==> config.mk <==
export PLATFORM = sky130hd
export DESIGN_NAME = lsu_ctrl
export DESIGN_NICKNAME = d
export VERILOG_FILES = /design/src/rtl/lsu_ctrl.sv
export SDC_FILE = /design/constraint.sdc
export NUM_CORES = 1
export LEC_CHECK = 0
export ABC_AREA = 1
export BUFFER_PORTS_ARGS = -buffer_cell sky130_fd_sc_hd__buf_2
export CAP_MARGIN = 5
export CELL_PAD_IN_SITES_DETAIL_PLACEMENT = 1
export CELL_PAD_IN_SITES_GLOBAL_PLACEMENT = 2
export CORE_MARGIN = 8
export CORE_UTILIZATION = 30
export DETAILED_ROUTE_END_ITERATION = 6
export PLACE_DENSITY_LB_ADDON = 0.1
export SKIP_CTS_REPAIR_TIMING = 1
export SYNTH_ARGS = -nofsm -noshare
export SYNTH_HDL_FRONTEND = slang
export SYNTH_SLANG_ARGS = --single-unit
==> constraint.sdc <==
create_clock -name clk -period 7.85 [get_ports clk]
set_clock_uncertainty 0.05 [all_clocks]
set_input_delay 0.3925 -clock clk [delete_from_list [all_inputs] [get_ports clk]]
set_output_delay 0.3925 -clock clk [all_outputs]
set_load 0.005 [all_outputs]
==> src/rtl/lsu_ctrl.sv <==
// lsu_ctrl: Execute-to-bus load/store sequencer; request to ld_vld in 2+k cycles, stall high while an access is in flight.
// Optional misaligned-access trap compiled in with LSU_MISALIGN_TRAP_EN.
module lsu_ctrl #(
    parameter int unsigned TIMEOUT = 255
) (
    input  logic        clk,
    input  logic        rst,
    input  logic [31:0] ex_MEMaddr,
    input  logic [3:0]  ex_MEMrden,
    input  logic        ex_MEMrden_SEXT,
    input  logic [3:0]  ex_MEMwren,
    input  logic [31:0] ex_MEMwrdata,
    output logic        stall,
    output logic        mem_req,
    output logic        mem_we,
    output logic [31:0] mem_addr,
    output logic [3:0]  mem_be,
    output logic [31:0] mem_wdata,
    input  logic        mem_ack,
    input  logic [31:0] mem_rdata,
    output logic        ld_vld,
    output logic [31:0] ld_data,
    output logic        bus_err,
    output logic        misalign_err
);
    localparam logic [1:0] S_IDLE = 2'd0;
    localparam logic [1:0] S_REQ  = 2'd1;
`ifdef LSU_MISALIGN_TRAP_EN
    localparam logic [1:0] S_ERR  = 2'd2;
`endif

    localparam logic [1:0] SZ_BYTE = 2'd0;
    localparam logic [1:0] SZ_HALF = 2'd1;
    localparam logic [1:0] SZ_WORD = 2'd2;

    logic [1:0]  state;
    logic [31:0] tcnt;
    logic [1:0]  off_q;
    logic [1:0]  size_q;
    logic        sext_q;

    logic        wr_sel;
    logic        req_vld;
    logic [3:0]  mask;
    logic [1:0]  off;
    logic [1:0]  size;
    logic        timeout_hit;
    logic [31:0] rd_sh;
    logic [31:0] ld_next;

    assign wr_sel  = |ex_MEMwren;
    assign req_vld = wr_sel | (|ex_MEMrden);
    assign mask    = wr_sel ? ex_MEMwren : ex_MEMrden;
    assign off     = ex_MEMaddr[1:0];
    assign size    = mask[3] ? SZ_WORD : (mask[1] ? SZ_HALF : SZ_BYTE);

    // TIMEOUT of 0 means wait for ack forever
    assign timeout_hit = (TIMEOUT != 0) && (tcnt == TIMEOUT);

    assign stall   = (state != S_IDLE);
    assign mem_req = (state == S_REQ);

`ifdef LSU_MISALIGN_TRAP_EN
    logic misaligned;
    assign misaligned   = ((size == SZ_WORD) && (off != 2'd0)) ||
                          ((size == SZ_HALF) && off[0]);
    assign misalign_err = (state == S_ERR);
`else
    assign misalign_err = 1'b0;
`endif

    assign rd_sh = mem_rdata >> {off_q, 3'b000};

    always_comb begin
        ld_next = rd_sh;
        if (size_q == SZ_HALF) begin
            ld_next = {{16{sext_q & rd_sh[15]}}, rd_sh[15:0]};
        end else if (size_q == SZ_BYTE) begin
            ld_next = {{24{sext_q & rd_sh[7]}}, rd_sh[7:0]};
        end
    end

    always_ff @(posedge clk or posedge rst) begin
        if (rst) begin
            state     <= S_IDLE;
            tcnt      <= '0;
            off_q     <= '0;
            size_q    <= SZ_BYTE;
            sext_q    <= 1'b0;
            mem_we    <= 1'b0;
            mem_addr  <= '0;
            mem_be    <= '0;
            mem_wdata <= '0;
            ld_vld    <= 1'b0;
            ld_data   <= '0;
            bus_err   <= 1'b0;
        end else begin
            ld_vld  <= 1'b0;
            bus_err <= 1'b0;
            case (state)
                S_IDLE: begin
                    if (req_vld) begin
`ifdef LSU_MISALIGN_TRAP_EN
                        if (misaligned) begin
                            state <= S_ERR;
                        end else begin
`endif
                            state     <= S_REQ;
                            tcnt      <= '0;
                            off_q     <= off;
                            size_q    <= size;
                            sext_q    <= ex_MEMrden_SEXT;
                            mem_we    <= wr_sel;
                            mem_addr  <= {ex_MEMaddr[31:2], 2'b00};
                            mem_be    <= mask << off;
                            mem_wdata <= ex_MEMwrdata << {off, 3'b000};
`ifdef LSU_MISALIGN_TRAP_EN
                        end
`endif
                    end
                end
                S_REQ: begin
                    // an ack in the final timeout cycle still completes the access
                    if (mem_ack) begin
                        state <= S_IDLE;
                        if (!mem_we) begin
                            ld_vld  <= 1'b1;
                            ld_data <= ld_next;
                        end
                    end else if (timeout_hit) begin
                        state   <= S_IDLE;
                        bus_err <= 1'b1;
                    end else if (tcnt != 32'hFFFF_FFFF) begin
                        tcnt <= tcnt + 32'd1;
                    end
                end
                default: state <= S_IDLE;
            endcase
        end
    end
endmodule

* Word-level counts from Yosys, hierarchy flattened
Index checks and enable logic that the tools add are counted.
** Storage, ports and cells
- Bits in registers :: 140
- Input bits :: 108
- Output and inout port bits :: 106
- Logic and storage cells :: 59
** Operators by class
- Add/subtract/negate cells :: 1
- Eq/ne operators :: 9
- Shifts and indexed selects :: 3
- Muxes and demuxes :: 20
- Bitwise gates (word level) :: 4
- Reductions and logical operators :: 10
** Operators by type and width (number)
- 32-bit 2-to-1 mux :: 6
- 32-bit one-hot mux with 2 select lines :: 1
- 32-bit by 1-bit adder with 32-bit output (second input constant) :: 1
- 32-bit by 8-bit == test with 1-bit output (second input constant) :: 1
- 32-bit != test (second input constant) :: 1
- 32-bit by 5-bit left shift with 32-bit output :: 1
- 32-bit by 5-bit >> shifter with 32-bit output :: 1
- 2-bit 2-to-1 mux :: 4
- 4-bit OR reduction :: 2
- 1-bit 2-to-1 mux :: 7
- 2-bit != test (second input constant) :: 3
- 5-bit AND reduction :: 1
- 2-bit by 1-bit == test with 1-bit output (second input constant) :: 2
- 2-bit logical NOT :: 2
- 4-bit 2-to-1 mux :: 1
- 2-bit one-hot mux with 2 select lines :: 1
- 2-bit AND reduction :: 2
- 2-bit nonzero test :: 2
- 4-bit by 2-bit left shift with 4-bit output :: 1
- 3-bit by 1-bit != test with 1-bit output (second input constant) :: 1
- 3-bit AND reduction :: 1
- 1-bit bitwise AND :: 2
- 2-bit by 1-bit != test with 1-bit output (second input constant) :: 1
- 1-bit inverter :: 1
- 1-bit OR :: 1

* Logic depth before layout (Yosys ltp)
Gate-level depths: netlist of run 1.
- Depth after elaboration :: 5
- Depth in mapped cells :: 10
- Mapped depth without buffers :: 9

* Least setup slack after synthesis of run 1
Ideal clock, no wire load.
- Path kind :: register to register
- From :: register tcnt[0]
- To :: register tcnt[8]
- Library setup time :: 0.126 ns
- Arrival :: 1.498 ns
- Data required time :: 7.674 ns
- Path slack :: 6.176 ns
- Cell stages (with the launch flop) :: 10
- Path buffers :: 1
- Period minus slack after synthesis :: 1.674 ns
- Cell sequence :: dfrtp_1 ha_1 nand2_1 nor2_2 nand2_2 nor2_4 nand3_2 nand3_4 buf_4 o21ai_0
** On the way
- Longest elaborated chain between the ends :: 5
- Elaborated cells between the ends (all ways) :: 10
- Classes of those cells :: add/sub (1); eq/ne (4); mux (4); reduce/logical (1)
** RTL lines
- from (decl) :: line 37 : logic [31:0] tcnt;
- from (signal assigned) :: line 134 : tcnt <= tcnt + 32'd1;
- 32-bit by 1-bit adder with 32-bit output :: line 134
- 32-bit 2-to-1 mux :: line 133 : end else if (tcnt != 32'hFFFF_FFFF) begin
- 32-bit 2-to-1 mux :: line 130 : end else if (timeout_hit) begin
- 32-bit 2-to-1 mux :: line 124 : if (mem_ack) begin
- 32-bit one-hot mux with 2 select lines :: line 100 : case (state)
Parallel ways exist; a longest one is shown, timed or not. The select of a mux whose other input is x is not followed.
A chain may end at the register's enable or synchronous reset.

* Worst setup path after layout of run 1
- From :: register state[0]
- To :: register mem_be[2]
** On the way
- Longest elaborated chain between the ends :: 2
** RTL lines
- from (decl) :: line 36 : logic [1:0] state;
- from (signal assigned) :: line 85 : state <= S_IDLE;
- from (signal assigned) :: line 108 : state <= S_REQ;
- from (signal assigned) :: line 125 : state <= S_IDLE;
- 2-bit logical NOT :: line 100
- 2-bit AND reduction (no source line)
- to (signal assigned) :: line 115 : mem_be <= mask << off;
- to (decl) :: line 17 : output logic [3:0] mem_be,
Every way passes these cells.

==> results.md, run 1 <==
* Clk Latency, worst-skew pair at between 400 and 500 ps
* Synth-to-layout area growth at 24.64%
* Slew headroom at 0.3379
* Mapped Avg Cell Area at 7.281 µm²
* Vias in the first global route at 7725
* Die ar. at 29940 µm²
* Met3 global-route usage at 0.05489
* Share of cells above drive strength 1 at 0.2155
* Final Cycle Share at 0.3914
* Routed via count at roughly 7300
* Initial core utilization at 0.3051
* M1 GR Usage at 0.2437
* Placed inst area at between 8000 and 9000 µm²
* Synth cell types at 34
* Largest net degree at the start of global routing at between 70 and 80
* Synth Register Bits at ~140
* Setup WS post-layout at approximately 4800 ps
* GR peak layer: met2
* Count leader, synth: nand2_1
* Critical Path Source Type: register
* Tot Pwr at about 3.2 mW
* Post-synthesis compound-gate area fraction at 0.1289
* Die height at between 150 and 200 µm
* I/O pin count at 214
* Largest family of logic cells by synthesized area: simple AND/OR/NAND/NOR gates
* Final Critical Period at around 3100 ps
* Final setup viols at 0
* Post-synth EDFFs at 0
* Yosys top cell by area: dfrtp_1
* WS Path Type: reg -> reg
* Pre-antenna DRT Iters at 4
* I/O Buffers at 210
* Outcome: complete, no violations
* Crit-path max FO at 40
* Fin. Hold Viols at 0
* Max clock buf depth at 2
* Layout fillers at roughly 3100
* Hold WC Path Type: in -> async
* Area share of the leading cell type in the synthesized netlist at 0.4702
* Reg clk slew, reported paths at approximately 70 ps
* Worst path cell trace: buf_4 -> inv_1 -> nand2_1 -> nand2_2 -> nand2_2 -> inv_2 -> o211ai_1 -> nand2_1
* # Max-Cap Violations at 0
* Synth Area in Adders at 0.001691
* Critical path arrival at between 3000 and 4000 ps
* Initial antenna violation count at 4
* Multiplexer share of the synthesized area at 0.01083
* Simple-gate share of the synthesized area at 0.3060
* RSZ-0062 raised after global routing: no
* Seq/Total Area, Yosys at 0.4702
* CP max stage cell: nand2_2
* Drt first-iter violations at roughly 400
* Worst slack, placed at roughly 4700 ps
* Post-DR wirelength/cell at approximately 18 µm
* Synthesis Warnings at 0
* Htree depth at 4
* Pleak at roughly 4.7 nW
* Gpl congestion at around 0.8
* Syn Std Cell Area at 7397 µm²
* Die X at ~170 µm
* Critical path's largest stage delay at between 600 and 700 ps
* Post-DRT Antenna Nets at 0
* Clock sinks at between 100 and 150
* # DRC at 0
* Met2 usage at 0.2844
* Max VDD drop at 115.7 µV
* First-pass GRT wire length at 43780 µm
* Ys async rst share at 1.000
* Fmax at approximately 330 MHz
* GRT Total Usage at 0.1828
* CP endpoint kind: register
* Via-per-instance ratio at roughly 4.7
* Total CTS buffers at 17
* Routed WL at around 27000 µm
* Num rows at 57
* TritonCTS clock tree: done
* Setup TNS at 0 ps
* Hold slack at approximately 34 ps
* Power Density at about 350 nW/µm²
* Primary FF master, synth: dfrtp_1
* Top cells by count, synth: 397 x nand2_1, 139 x dfrtp_1, 95 x nor2_1, 87 x inv_1, 57 x nand3_1
* Synth top area cells: dfrtp_1 47%, nand2_1 20%, nor2_1 4.8%
* Slew Limit Fails at 0
* Worst slew pin tran at between 900 and 1000 ps
* Grt total ovfl at 0
* CORE AREA at around 24000 µm²
* Flop2flop setup slack at around 4800 ps
* Synth Area in XOR/XNOR at 0
* Critical Path RT at between 8000 and 9000 ps
* Finished Cell Area at 9220 µm²
* Final nets at ~1300
* Dpl hpwl at 20290 µm
* CTS Root Cell: clkbuf_16
* Post-synthesis instance total at a little over 1000
[critical path: cells and delay by family, from the launching register on]
kind                   cells  cell delay (ps)
AND/OR/NAND/NOR            4             1370
buffers and inverters      3             1070
flip-flops                 1              360
AO/OA/AOI/OAI              1              150
[metrics by stage]
stage / instances / util
5_1_grt: 1540 / 0.3801
4_1_cts: 1540 / 0.3801
3_3_place_gp: 1508 / 0.3558
2_1_floorplan: 1018 / -
6_report: 1541 / 0.3802
3_5_place_dp: 1508 / 0.3558
[layout make-up]
cell class	instances	area (µm²)	area share
Antenna cell	1	2.502	0.0002714
Clock buffer	17	425.4	0.04614
Clock inverter	15	163.9	0.01778
Inverter	90	342.8	0.03718
Multi-Input combinational cell	741	3321	0.3602
Sequential cell	139	3478	0.3773
Tap cell	324	405.4	0.04397
Timing Repair Buffer	214	1081	0.1172
[layer usage]
layer  share of wire  up-vias  wire, µm
met5          0.0015        -        41
met4           0.012        6       334
met3           0.059       25      1601
met2            0.45      168     12270
met1            0.48     3444     12920
li1                -     3611         -
[power breakdown]
part | leakage, nW | switching, mW | internal [mW] | total (mW)
Combinational | 2.66 | 0.777 | 0.444 | 1.22
Clock | 0.292 | 0.385 | 0.429 | 0.815
Sequential | 1.75 | 0.195 | 0.988 | 1.18
Total | 4.71 | 1.36 | 1.86 | 3.22
[state kept, by name (all words and copies together), names as in the netlist]
| name | flops |
|---|---|
| size_q | 2 |
| state | 1 |
| mem_we | 1 |
| mem_be | 4 |
| off_q | 2 |
| mem_addr | 30 |
| sext_q | 1 |
| bus_err | 1 |
| mem_wdata | 32 |
| ld_vld | 1 |
| tcnt | 32 |
| ld_data | 32 |
[cells by family after synthesis]
group | after synthesis
AOI/OAI and AO/OA | 164
adders and majority gates | 1
buffers and inverters | 138
DFF | 139
muxes | 8
other | 1
and+or+nand+nor | 565
[layout by cell type (no fill, tap or decap), types with 7 or more instances in the layout]
cell	instances
nand2_1	397
buf_2	210
dfrtp_1	139
nor2_1	95
inv_1	86
nand3_1	57
o21ai_0	55
o211ai_1	32
o21ai_1	31
a21oi_1	24
clkbuf_16	17
o22ai_1	9
a22o_1	8
mux2i_1	8
inv_8	7
[path summary, 6_finish.rpt]
path,cells past startpoint,from,end
max,8,state[0]$_DFFE_PP0P_,mem_be[2]$_DFFE_PP0P_
min,2,rst,mem_addr[31]$_DFFE_PP0P_
max reg2reg,8,state[0]$_DFFE_PP0P_,mem_be[2]$_DFFE_PP0P_
min reg2reg,2,mem_addr[4]$_DFFE_PP0P_,mem_addr[4]$_DFFE_PP0P_
max in group asynchronous,3,rst,tcnt[31]$_DFFE_PP0P_
min in group clk,3,ex_MEMaddr[18],mem_addr[18]$_DFFE_PP0P_
(Power assumes the default switching activity.)
==> run 2, diff against run 1 <==
--- a/config.mk
+++ b/config.mk
@@ -5,13 +5,13 @@
 export SDC_FILE = /design/constraint.sdc
 export NUM_CORES = 1
 export LEC_CHECK = 0
-export ABC_AREA = 1
+export ABC_AREA = 0
 export BUFFER_PORTS_ARGS = -buffer_cell sky130_fd_sc_hd__buf_2
 export CAP_MARGIN = 5
 export CELL_PAD_IN_SITES_DETAIL_PLACEMENT = 1
 export CELL_PAD_IN_SITES_GLOBAL_PLACEMENT = 2
 export CORE_MARGIN = 8
-export CORE_UTILIZATION = 30
+export CORE_UTILIZATION = 27
 export DETAILED_ROUTE_END_ITERATION = 6
 export PLACE_DENSITY_LB_ADDON = 0.1
 export SKIP_CTS_REPAIR_TIMING = 1
==> constraint.sdc (replaced) <==
create_clock -name clk -period 2.68 [get_ports clk]
set_clock_uncertainty 0.05 [all_clocks]
set_input_delay 0.134 -clock clk [delete_from_list [all_inputs] [get_ports clk]]
set_output_delay 0.134 -clock clk [all_outputs]
set_load 0.005 [all_outputs]
==> run 2 against run 1 <==
The run now ends with negative hold slack left. Fmax increased by 26%. Flip-flop and latch count unchanged. Synthesized cell count down 23%. Clock power rose to 2.9 times the previous value. Global-route usage shrank 1.7 points. Critical path type unchanged. Critical endpoint is now tcnt[8]$_DFFE_PP0P_.
==> results.md, run 2 <==
* Max clock buf depth at 2
* Gpl congestion at approximately 0.8
* Top cells by count, synth: 212 x nand2_1, 139 x dfrtp_1, 53 x nor2_1, 39 x a21oi_1, 38 x mux2i_1
* Total CTS buffers at 17
* Setup WS post-layout at between 200 and 250 ps
* Hold WC Path Type: in -> reg
* Critical Path Source Type: register
* Mapped Avg Cell Area at around 9 µm²
* I/O pin count at roughly 210
* Synth top area cells: dfrtp_1 49%, nand2_1 11%, mux2i_1 5.4%
* Clk Latency, worst-skew pair at around 420 ps
* Area occupied by multi-input gates at ~3300 µm²
* Dpl hpwl at between 15000 and 20000 µm
* Yosys top cell by area: dfrtp_1
* Post-Route Utilization at 0.3727
* Most common cell after layout, fill and taps aside: nand2_1
* Fin. Hold Viols at 2
* CORE AREA at 25910 µm²
* Drt first-iter violations at roughly 250
* Initial antenna violation count at 10
* Htree depth at 4
* Seq/Total Area, Yosys at 0.4923
* Reg clk slew, reported paths at about 70 ps
* Share of cells above drive strength 1 at 0.2848
* Post-synthesis instance total at roughly 780
* CP max stage cell: o21ai_4
* Slew Limit Fails at 0
* Initial core utilization at 0.2727
* Final Critical Period at roughly 2400 ps
* Synth cell types at 56
* Die ar. at ~32000 µm²
* WS Path Type: reg -> reg
* Count leader, synth: nand2_1
* Primary FF master, synth: dfrtp_1
* Critical path arrival at about 2700 ps
* Critical R2R Launch: tcnt[0]$_DFFE_PP0P_
* First-pass GRT wire length at 41160 µm
* Flop2flop setup slack at between 200 and 250 ps
* Ys async rst share at 1.000
* Via-per-instance ratio at ~4.8
* Worst path bufs/invs at 0
* Post-DRT Antenna Nets at 0
* Final setup viols at 0
* Routed via count at around 6700
* Multiplexer share of the synthesized area at 0.08252
* Synth Area in Adders at 0.001771
* # DRC at 0
* Outcome: finished, violations left
* Hold path cells at 3
* Simple-gate share of the synthesized area at 0.2274
* Hold slack at -9.360 ps
* Worst slack, placed at approximately 210 ps
* Slew headroom at 0.3021
* Final Cycle Share at 0.9129
* Post-synth EDFFs at 0
* RSZ-0062 raised after global routing: no
* # Max-Cap Violations at 0
* Worst path cell trace: ha_1 -> nand3_1 -> nor3_1 -> and3_1 -> o21ai_4 -> a31oi_1
* Worst path top cell family by delay: compound AO/OA/AOI/OAI gates
* Clock sinks at approximately 140
* Worst slew pin tran at 1038 ps
* Fmax at between 400 and 500 MHz
* Post-synthesis compound-gate area fraction at 0.1565
* HP Start: ex_MEMwrdata[12]
* Syn Std Cell Area at 7066 µm²
* I/O Buffers at between 200 and 250
* Num rows at 59
* Pre-antenna DRT Iters at 4
* Largest family of logic cells by synthesized area: simple AND/OR/NAND/NOR gates
* Commonest cells after routing, fill and taps aside: 211 x nand2_1, 210 x buf_2, 139 x dfrtp_1
* Vias in the first global route at between 7000 and 8000
* Die height at 177.8 µm
* Synthesis Warnings at 0
* Grt total ovfl at 0
* Pleak at roughly 4.7 nW
* Synth Register Bits at 139
* RR Endpoint: tcnt[8]$_DFFE_PP0P_
* Placed inst area at approximately 8600 µm²
* Seq. cell area at around 3500 µm²
* Layout fillers at between 3000 and 4000
* Critical path's largest stage delay at approximately 720 ps
* Max VDD drop at 357.3 µV
* Largest net degree at the start of global routing at 55
* CTS Root Cell: clkbuf_16
* Die X at ~180 µm
* Crit-path max FO at 27
* Setup TNS at 0 ps
* Post-DR wirelength/cell at roughly 19 µm
* Hold Path End: mem_wdata[20]$_DFFE_PP0P_
* Power Density at roughly 1000 nW/µm²
* Synth-to-layout area growth at 36.69%
* Largest registers: ld_data: 32 flops, mem_wdata: 32 flops, tcnt: 32 flops
* CP endpoint kind: register
* FF-to-FF path depth at 6
* Final nets at roughly 1100
* TritonCTS clock tree: done
* Routed WL at about 27000 µm
* Area share of the leading cell type in the synthesized netlist at 0.4923
* Finished Cell Area at 9658 µm²
* Synth Area in XOR/XNOR at 0
* Failing checks: negative hold slack
* GRT Total Usage at 0.1662
* Critical Path RT at 2880 ps
[run 2: kinds of logic after synthesis]
group | after synthesis
multiplexers | 55
adder cells (fa/ha/maj) | 1
buffers and inverters | 58
other | 1
AND/OR/NAND/NOR | 361
AO/OA/AOI/OAI | 166
flip-flops | 139
[run 2: power by group]
part           internal (mW)  switching, mW
logic                   1.58           2.17
registers               2.90          0.500
clock network           1.34           1.06
[run 2: routing by layer]
| layer | wire (µm) | part of all wire | GRT usage |
|---|---|---|---|
| met5 | 90 | 0.0034 | 0 |
| met4 | 229 | 0.0086 | 0.03508 |
| met3 | 2113 | 0.080 | 0.07489 |
| met2 | 12240 | 0.46 | 0.2514 |
| met1 | 11890 | 0.45 | 0.2149 |
[run 2: worst register-to-register path, delay by kind of cell, from the launching register on]
family,cells,cell delay [ps]
simple gates,3,670
fa+ha+maj,1,250
compound gates,2,910
flops,1,410
[run 2: how the worst max path moves through the flow]
stage / endpoint / slack [ps] / startpoint / cells past startpoint
after floorplan: state[0]$_DFFE_PP0P_ / 650 / tcnt[14]$_DFFE_PP0P_ / 5
after global placement: tcnt[28]$_DFFE_PP0P_ / 300 / tcnt[0]$_DFFE_PP0P_ / 6
after detailed placement: tcnt[20]$_DFFE_PP0P_ / 210 / tcnt[0]$_DFFE_PP0P_ / 6
after CTS: tcnt[8]$_DFFE_PP0P_ / 220 / tcnt[0]$_DFFE_PP0P_ / 6
after global routing: tcnt[29]$_DFFE_PP0P_ / 40 / tcnt[0]$_DFFE_PP0P_ / 6
final: tcnt[8]$_DFFE_PP0P_ / 230 / tcnt[0]$_DFFE_PP0P_ / 6
[run 2: layout make-up]
class                   count  area share
clock inverters            14     0.01529
diodes                      4    0.001036
clock buffers              18     0.04547
well taps                 335     0.04340
repair buffers            285      0.1860
inverters                   8    0.003498
multi-input cells         586      0.3451
flip-flops and latches    139      0.3602
[run 2: stage by stage]
stage,instances,power (mW)
2_1_floorplan,783,5.425
3_3_place_gp,1305,7.182
3_5_place_dp,1305,7.232
4_1_cts,1337,9.697
5_1_grt,1387,10.31
6_report,1389,9.547
==> run 3, diff against run 2 <==
--- a/config.mk
+++ b/config.mk
@@ -13,6 +13,7 @@
 export CORE_MARGIN = 8
 export CORE_UTILIZATION = 27
 export DETAILED_ROUTE_END_ITERATION = 6
+export MAX_ROUTING_LAYER = met4
 export PLACE_DENSITY_LB_ADDON = 0.1
 export SKIP_CTS_REPAIR_TIMING = 1
 export SYNTH_ARGS = -nofsm -noshare
==> run 3 against run 2 <==
The run still ends with negative hold slack left. Sequential power hardly changed. Critical path depth is the same. Worst hold slack improved by 5.1 ps. Combinational power about the same. Core utilization grew 0.077 points. Power about the same. Fmax about the same. Register-to-register slack barely moved. Die area unchanged. Non-clock buffer count unchanged. Largest cell class unchanged.
==> results.md, run 3 (synthesis results as in run 2) <==
* Outcome: finished, violations left
* Failing checks: negative hold slack
* Fin. Hold Viols at 2
* TritonCTS clock tree: done
* Setup TNS at 0 ps
* Critical Path Source Type: register
* First-pass GRT wire length at between 40000 and 50000 µm
* Hold slack at -4.233 ps
* Grt total ovfl at 0
* Tot Pwr at roughly 9.5 mW
* Post-DR wirelength/cell at 19.01 µm
* Worst slack, placed at between 200 and 250 ps
* Pleak at between 4 and 5 nW
* CORE AREA at around 26000 µm²
* Final nets at 1146
* Clk Latency, worst-skew pair at ~420 ps
* Area occupied by multi-input gates at about 3300 µm²
* Layout fillers at 3058
* Max VDD drop at 357.1 µV
* Drt first-iter violations at 337
* Power Density at ~1000 nW/µm²
* Vias in the first global route at just over 7000
* Final Cycle Share at 0.9132
* Dpl hpwl at between 15000 and 20000 µm
* Final setup viols at 0
* Die height at about 180 µm
* Share of cells above drive strength 1 at 0.2848
* Gpl congestion at about 0.8
* Num rows at between 50 and 60
* Clock sinks at ~140
* Die X at 177.8 µm
* Critical path arrival at 2650 ps
* I/O Buffers at 210
* Hold WC Path Type: in -> reg
* FF-to-FF path depth at 6
* Seq. cell area at about 3500 µm²
* Total CTS buffers at 17
* Post-Route Utilization at 0.3735
* Crit-path max FO at 27
* Worst slew pin tran at between 1000 and 1500 ps
* Largest net degree at the start of global routing at 55
* Critical R2R Launch: tcnt[0]$_DFFE_PP0P_
* Post-DRT Antenna Nets at 0
* # DRC at 0
* Finished Cell Area at a little under 10000 µm²
* GRT Total Usage at 0.1708
* RSZ-0062 raised after global routing: no
* WS Path Type: reg -> reg
* Placed Cells at approximately 1300
* Die ar. at roughly 32000 µm²
* Setup crit start: tcnt[0]$_DFFE_PP0P_
* Initial core utilization at 0.2727
* Setup WS post-layout at about 230 ps
* Critical Path RT at between 2000 and 3000 ps
* I/O pin count at 214
* CTS Root Cell: clkbuf_16
* Max clock buf depth at 2
* Reg clk slew, reported paths at 70 ps
* Largest registers: ld_data: 32 flops, mem_wdata: 32 flops, tcnt: 32 flops
* Slew headroom at 0.3039
* Routed via count at approximately 6700
* Routed WL at between 20000 and 30000 µm
* Commonest cells after routing, fill and taps aside: 211 x nand2_1, 210 x buf_2, 139 x dfrtp_1
* Worst setup path endpoint: tcnt[8]$_DFFE_PP0P_
* Slew Limit Fails at 0
* Final Critical Period at between 2000 and 2500 ps
* Htree depth at 4
* Final cell count without fillers at 1397
* Flop2flop setup slack at 230 ps
* Via-per-instance ratio at between 4 and 5
* Most common cell after layout, fill and taps aside: nand2_1
* Initial antenna violation count at 10
* Synth-to-layout area growth at 36.98%
* Placed inst area at approximately 8600 µm²
* # Max-Cap Violations at 0
* Fmax at a little over 400 MHz
* RR Endpoint: tcnt[8]$_DFFE_PP0P_
* Pre-antenna DRT Iters at 4
* CP endpoint kind: register
-- run 3: cell types whose count changed in the layout (fill, tap and decap cells not counted) --
cell and change:
diode_2 +8
-- run 3: worst min-delay path by stage --
| stage | from | end | cells past startpoint |
|---|---|---|---|
| after global routing | ex_MEMwrdata[12] | mem_wdata[20]$_DFFE_PP0P_ | 3 |
| after detailed placement | rst | ld_data[3]$_DFFE_PP0P_ | 2 |
| after floorplan | ex_MEMaddr[10] | mem_addr[10]$_DFFE_PP0P_ | 2 |
| after CTS | rst | ld_data[3]$_DFFE_PP0P_ | 2 |
| final | ex_MEMwrdata[10] | mem_wdata[18]$_DFFE_PP0P_ | 3 |
| after global placement | rst | ld_data[3]$_DFFE_PP0P_ | 2 |
-- run 3: critical path, cell delays in order (launching register included) --
cell and delay [ps]:
dfrtp_1 410, ha_1 250, nand3_1 230, nor3_1 170, and3_1 270, o21ai_4 710, a31oi_1 190
-- run 3: layer usage --
metal | vias up | GRT usage | part of all wire
met5 | - | - | 0
met4 | 0 | 0.03508 | 0.0072
met3 | 14 | 0.06809 | 0.073
met2 | 150 | 0.2527 | 0.46
met1 | 3203 | 0.2175 | 0.46
li1 | 3291 | - | -
-- run 3: area by class of cell --
type                            instances  area share
Clock inverter                         14     0.01526
Sequential cell                       139      0.3594
Inverter                                8    0.003491
Clock buffer                           18     0.04538
Tap cell                              335     0.04331
Antenna cell                           12    0.003103
Multi-Input combinational cell        586      0.3444
Timing Repair Buffer                  285      0.1856
-- run 3: power by group --
group / switching [mW] / internal (mW) / total (mW)
clock network: 1.05 / 1.34 / 2.40
logic: 2.17 / 1.58 / 3.75
registers: 0.504 / 2.90 / 3.40
